==> config.mk <==
export PLATFORM = sky130hd
export DESIGN_NAME = power2round_recombine
export DESIGN_NICKNAME = d
export VERILOG_FILES = /design/src/rtl/power2round_recombine.sv
export SDC_FILE = /design/constraint.sdc
export NUM_CORES = 1
export LEC_CHECK = 0
export ABC_AREA = 1
export CAP_MARGIN = 20
export CORE_MARGIN = 2
export CORE_UTILIZATION = 54
export DETAILED_ROUTE_END_ITERATION = 10
export PLACE_DENSITY = 0.9
export SYNTH_ARGS = -nofsm -noshare
export SYNTH_HDL_FRONTEND = slang
export SYNTH_SLANG_ARGS = --single-unit
==> constraint.sdc <==
create_clock -name clk -period 1.9 [get_ports clk]
set_input_delay 0.19 -clock clk [delete_from_list [all_inputs] [get_ports clk]]
set_output_delay 0.19 -clock clk [all_outputs]
set_load 0.02 [all_outputs]
==> src/rtl/power2round_recombine.sv <==
// -----------------------------------------------------------------------------
// power2round_recombine
//
// Streaming inverse of the ML-DSA Power2Round split. Each accepted (r1, r0)
// pair is rebuilt as r = r1*2^D + r0s, where r0s is the centered residue
// carried in r0, and then folded into [0, MLDSA_Q). Results that needed
// folding are flagged through the sticky range_err. A per-polynomial
// coefficient counter tags every output with its position.
//
// Ports:
//   clk        clock
//   rst_b      asynchronous active-low reset
//   zeroize    synchronous clear of all state, highest priority
//   in_valid   input pair valid
//   in_ready   block can accept the pair (combinational)
//   in_r1      high part, unsigned, REG_SIZE-MLDSA_D bits
//   in_r0      low part, centered encoding, MLDSA_D bits
//   out_valid  result valid
//   out_ready  downstream accepts
//   out_r      reconstructed coefficient mod MLDSA_Q
//   out_idx    position of out_r within its polynomial
//   out_last   out_idx == MLDSA_N-1
//   range_err  sticky: some handshaked coefficient was out of range
//   poly_done  one-cycle pulse after the last coefficient's handshake
// -----------------------------------------------------------------------------
module power2round_recombine #(
  parameter int                  REG_SIZE = 23,
  parameter logic [REG_SIZE-1:0] MLDSA_Q  = 23'd8380417,
  parameter int                  MLDSA_D  = 13,
  parameter int                  MLDSA_N  = 256
) (
  input  logic                         clk,
  input  logic                         rst_b,
  input  logic                         zeroize,
  input  logic                         in_valid,
  output logic                         in_ready,
  input  logic [REG_SIZE-MLDSA_D-1:0]  in_r1,
  input  logic [MLDSA_D-1:0]           in_r0,
  output logic                         out_valid,
  input  logic                         out_ready,
  output logic [REG_SIZE-1:0]          out_r,
  output logic [$clog2(MLDSA_N)-1:0]   out_idx,
  output logic                         out_last,
  output logic                         range_err,
  output logic                         poly_done
);

  localparam int R1_W  = REG_SIZE - MLDSA_D;
  localparam int V_W   = REG_SIZE + 1;
  localparam int IDX_W = $clog2(MLDSA_N);

  // Fold a signed reconstruction into [0, Q). Bit REG_SIZE of the result is
  // the out-of-range flag. The input never reaches 2Q, so one correction
  // step in either direction is enough.
  function automatic logic [REG_SIZE:0] reduce_mod_q(input logic signed [V_W-1:0] v);
    logic signed [V_W-1:0] q_ext;
    logic signed [V_W-1:0] fixed;
    q_ext = $signed({1'b0, MLDSA_Q});
    fixed = v;
    if (v < 0) begin
      fixed = v + q_ext;
      return {1'b1, fixed[REG_SIZE-1:0]};
    end else if (v >= q_ext) begin
      fixed = v - q_ext;
      return {1'b1, fixed[REG_SIZE-1:0]};
    end
    return {1'b0, fixed[REG_SIZE-1:0]};
  endfunction

  logic                        borrow_p0;
  logic signed [R1_W:0]        r1_adj_p0;
  logic signed [V_W-1:0]       v_p0;
  logic signed [V_W-1:0]       v_p1;
  logic                        vld_p1;
  logic [REG_SIZE:0]           red_p1;
  logic [REG_SIZE-1:0]         r_p2;
  logic                        err_p2;
  logic                        vld_p2;
  logic [IDX_W-1:0]            idx_q;
  logic                        s1_adv;
  logic                        s2_adv;
  logic                        out_hs;

  // ---- Stage 0 -> 1: centered decode. A negative r0 borrows one from r1;
  // the low D bits are then reused unchanged, which equals r1*2^D + r0s.
  assign borrow_p0 = in_r0[MLDSA_D-1] & (|in_r0[MLDSA_D-2:0]);
  assign r1_adj_p0 = $signed({1'b0, in_r1}) - $signed({{R1_W{1'b0}}, borrow_p0});
  assign v_p0      = {r1_adj_p0, in_r0};

  // ---- Stage 1 -> 2: modular correction.
  assign red_p1 = reduce_mod_q(v_p1);

  assign s2_adv    = !vld_p2 | out_ready;
  assign s1_adv    = !vld_p1 | s2_adv;
  assign in_ready  = s1_adv;
  assign out_hs    = vld_p2 & out_ready;

  assign out_valid = vld_p2;
  assign out_r     = r_p2;
  assign out_idx   = idx_q;
  assign out_last  = (idx_q == IDX_W'(MLDSA_N - 1));

  always_ff @(posedge clk or negedge rst_b) begin
    if (!rst_b) begin
      vld_p1    <= 1'b0;
      v_p1      <= '0;
      vld_p2    <= 1'b0;
      r_p2      <= '0;
      err_p2    <= 1'b0;
      idx_q     <= '0;
      range_err <= 1'b0;
      poly_done <= 1'b0;
    end else if (zeroize) begin
      vld_p1    <= 1'b0;
      v_p1      <= '0;
      vld_p2    <= 1'b0;
      r_p2      <= '0;
      err_p2    <= 1'b0;
      idx_q     <= '0;
      range_err <= 1'b0;
      poly_done <= 1'b0;
    end else begin
      if (s1_adv) begin
        vld_p1 <= in_valid & in_ready;
        v_p1   <= v_p0;
      end
      if (s2_adv) begin
        vld_p2 <= vld_p1;
        r_p2   <= red_p1[REG_SIZE-1:0];
        err_p2 <= red_p1[REG_SIZE];
      end
      // Counter wraps naturally because MLDSA_N is a power of two.
      if (out_hs) idx_q <= idx_q + 1'b1;
      if (out_hs & err_p2) range_err <= 1'b1;
      poly_done <= out_hs & out_last;
    end
  end

endmodule

==> results by group <==
Global routing
  • Met3 Use GR: 0.04174
  • First-pass GRT wire length: 20670 um
  • GRT overflow: 0
  • Largest net degree at the start of global routing: 38
  • Overall routing resource usage: 0.3158
  • Met1 Resource Use GR: 0.4117
  • Initial antenna violation count: 0
  • Met2 Use GR: 0.5188
  • Most Crowded Layer GR: met2
  • Vias in the first global route: 4290

Setup path
  • Kind of critical path: flop to flop
  • Worst setup endpoint: out_r[1]$_DFFE_PN0P_
  • Slowest CP cell: dfrtp_2
  • CP dominant cell by count: nand2_1
  • WP data required: 2.12 ns
  • CP max FO: 8
  • CP Launch Point: v_p1[9]$_DFFE_PN0P_
  • FF-to-FF Start: v_p1[9]$_DFFE_PN0P_
  • Cell Chain, Critical Path: nor2_4 -> nand2_1 -> nor2_4 -> nand3_4 -> nand2_4 -> nand2_1 -> o211ai_1 -> nand2_1
  • CP Capture Type: flop
  • R2r worst-path depth: 8
  • R2R setup slack: 0.06 ns
  • Critical Path AT: 2.06 ns
  • RR Endpoint: out_r[1]$_DFFE_PN0P_
  • CP peak stage delay: 0.50 ns
  • Worst setup SP type: flop

Yosys
  • EDFF count, synth: 0
  • Yosys warns: 0
  • Sequential share of the synthesized area: 0.3722
  • Syn Inst Count: 579
  • Most instantiated cells after synthesis: 173 x nand2_1, 64 x inv_1, 60 x dfrtp_1
  • #FFs+latches synth: 60
  • Library cells used by synthesis: 37
  • Main synth FF type: dfrtp_1
  • Most frequent cell after synthesis: nand2_1
  • Share of Yosys cell area claimed by the top area cell type: 0.3722
  • Ys async rst share: 1.000
  • Area leader, netlist: dfrtp_1
  • Syn_area_per_cell: 6.967 um2
  • Synth area leaders: dfrtp_1 37%, nand2_1 16%, nand3_1 6.0%, inv_1 6.0%, nor2_1 5.2%
  • Netlist Area Pre-Place: 4034 um2
  • Syn_nets: 613

Die
  • Core area: 7253 um2
  • Ports: 64
  • Die Width: 90.43 um
  • Chip height: 90.43 um
  • Die area: 8178 um2
  • # rows: 31
  • Initial core utilization: 0.5561

Timing
  • Minimum clock period: 1.843 ns
  • Worst hold slack: 0.3697 ns
  • Setup Viol. Count Final: 0
  • Worst slew margin: 0.6180
  • Clock skew: 0.01244 ns
  • Worst Tran Pin Value: 0.5729 ns
  • Setup ws final: 0.05743 ns
  • Hold Fails Final Rpt: 0
  • Slew Viols, Final: 0
  • Fmax: 542.7 MHz
  • Final period utilization: 0.9698
  • RSZ-0062 raised after global routing: no

Route
  • Drt pass-1 iters: 5
  • Routed Antenna Nets: 0
  • DRC: 0
  • Post-DR wirelength/cell: 15.68 um
  • Vias/cell: 5.553
  • WL final: 12200 um
  • Drt initial violations: 355
  • Vias: 4320

Place
  • Place WS: -0.3556 ns
  • PortBufs: 63
  • Placed cell areas: 4955 um2
  • HPWL Detailed: 9407 um
  • GPL Wtd Cong: 0.9797

Layout
  • Reg area: 1508 um2
  • Layout Nets: 708
  • Layout area overhead: 30.09%
  • N_diodes: 0
  • Fin area: 5248 um2
  • Multi-input logic area: 2213 um2
  • Layout fillers: 604
  • Layout cells sized above 1: 0.1517

Power and ir drop
  • Total Power: 3.208 mW
  • Power Density: 611.4 nW/um2
  • Leak: 2.488 nW
  • Maximum VDD drop: 0.0003898 V

Clock network
  • CTS Root Cell: clkbuf_8
  • Clock sink count: 60
  • Worst skew pair latency: 0.35 ns
  • CTS buffer count: 9
  • Clock tree from TritonCTS: yes
  • Clk buf depth: 2
  • H-Tree Level Count: 3
  • Clk slew on worst S/H paths: 0.08 ns

Run status
  • Outcome: complete, no violations

Flow run
  • Total of max-cap violations: 0

Worst hold path
  • Min-delay worst type: primary input to async pin
## kinds of logic (layout without fill, tap and decap cells)
| family | after synthesis | count (layout) | synth area share |
|---|---|---|---|
| xor gates and xnor gates | 18 | 18 | 0.03908 |
| and+or+nand+nor | 336 | 336 | 0.3790 |
| buffers and inverters | 88 | 188 | 0.09522 |
| DFF | 60 | 60 | 0.3722 |
| AOI/OAI and AO/OA | 71 | 71 | 0.09585 |
| adders and majority gates | 6 | 6 | 0.01861 |
## critical path, delay by kind of cell (launching register included)
| family | cells | cell delay, ns |
|---|---|---|
| compound gates | 1 | 0.34 |
| flops | 1 | 0.50 |
| simple gates | 7 | 0.86 |
## power by group
part           switching (mW)  leakage (nW)  internal, mW
sequential             0.0689         0.794          1.33
combinational           0.368          1.59         0.262
clock                   0.564         0.104         0.611
## sequential cells by signal (all words and copies together), names as in the netlist
| signal | flops |
|---|---|
| poly_done | 1 |
| vld_p1 | 1 |
| err_p2 | 1 |
| range_err | 1 |
| out_idx | 8 |
| v_p1 | 24 |
| out_valid | 1 |
| out_r | 23 |
## per-layer routing
layer	wire (um)	vias up
met2	5755	199
met3	834	41
met4	510	0
met1	5096	2008
met5	0	-
li1	-	2072
## worst min path at each step
stage / slack [ns] / endpoint / startpoint
global placement: 0.20 / v_p1[9]$_DFFE_PN0P_ / rst_b
global route: 0.41 / vld_p1$_DFFE_PN0P_ / in_valid
detailed placement: 0.22 / v_p1[11]$_DFFE_PN0P_ / rst_b
floorplan: -0.11 / err_p2$_DFFE_PN0P_ / rst_b
CTS: 0.40 / v_p1[9]$_DFFE_PN0P_ / rst_b
finish: 0.37 / v_p1[9]$_DFFE_PN0P_ / rst_b
## cell type report
class | count | area share
Multi-Input combinational cell | 431 | 0.4218
Sequential cell | 60 | 0.2873
Clock buffer | 9 | 0.02361
Clock inverter | 7 | 0.01431
Tap cell | 99 | 0.02361
Timing Repair Buffer | 104 | 0.1803
Inverter | 68 | 0.04912
## cell usage in the layout, fill, tap and decap left out, types with 5 or more instances in the layout
master / instances
nand2_1: 173
nand3_1: 46
o22ai_1: 10
buf_4: 39
dfrtp_1: 55
clkbuf_8: 9
a21oi_1: 14
nor3_1: 9
nand4_1: 20
nor2_4: 6
xor2_1: 15
nor2_1: 55
dfrtp_2: 5
nand2_2: 8
inv_1: 62
o21ai_1: 11
clkdlybuf4s50_1: 60
o21ai_0: 28
## repair_timing
item	in CTS	in global routing
endpoints found under the setup margin	2	24
endpoints found under the hold margin	23	0
buffers inserted	0	2
pin swaps	0	3
hold buffers	1	0
resized for setup	2	27
cloned	0	0
## through the flow
stage	TNS, ns	std cells	util
2_1_floorplan	0	579	-
3_3_place_gp	-1.182	759	0.6831
3_5_place_dp	-1.695	759	0.6831
4_1_cts	0	776	0.7126
5_1_grt	0	778	0.7235
6_report	0	778	0.7235
(Power assumes the default switching activity.)
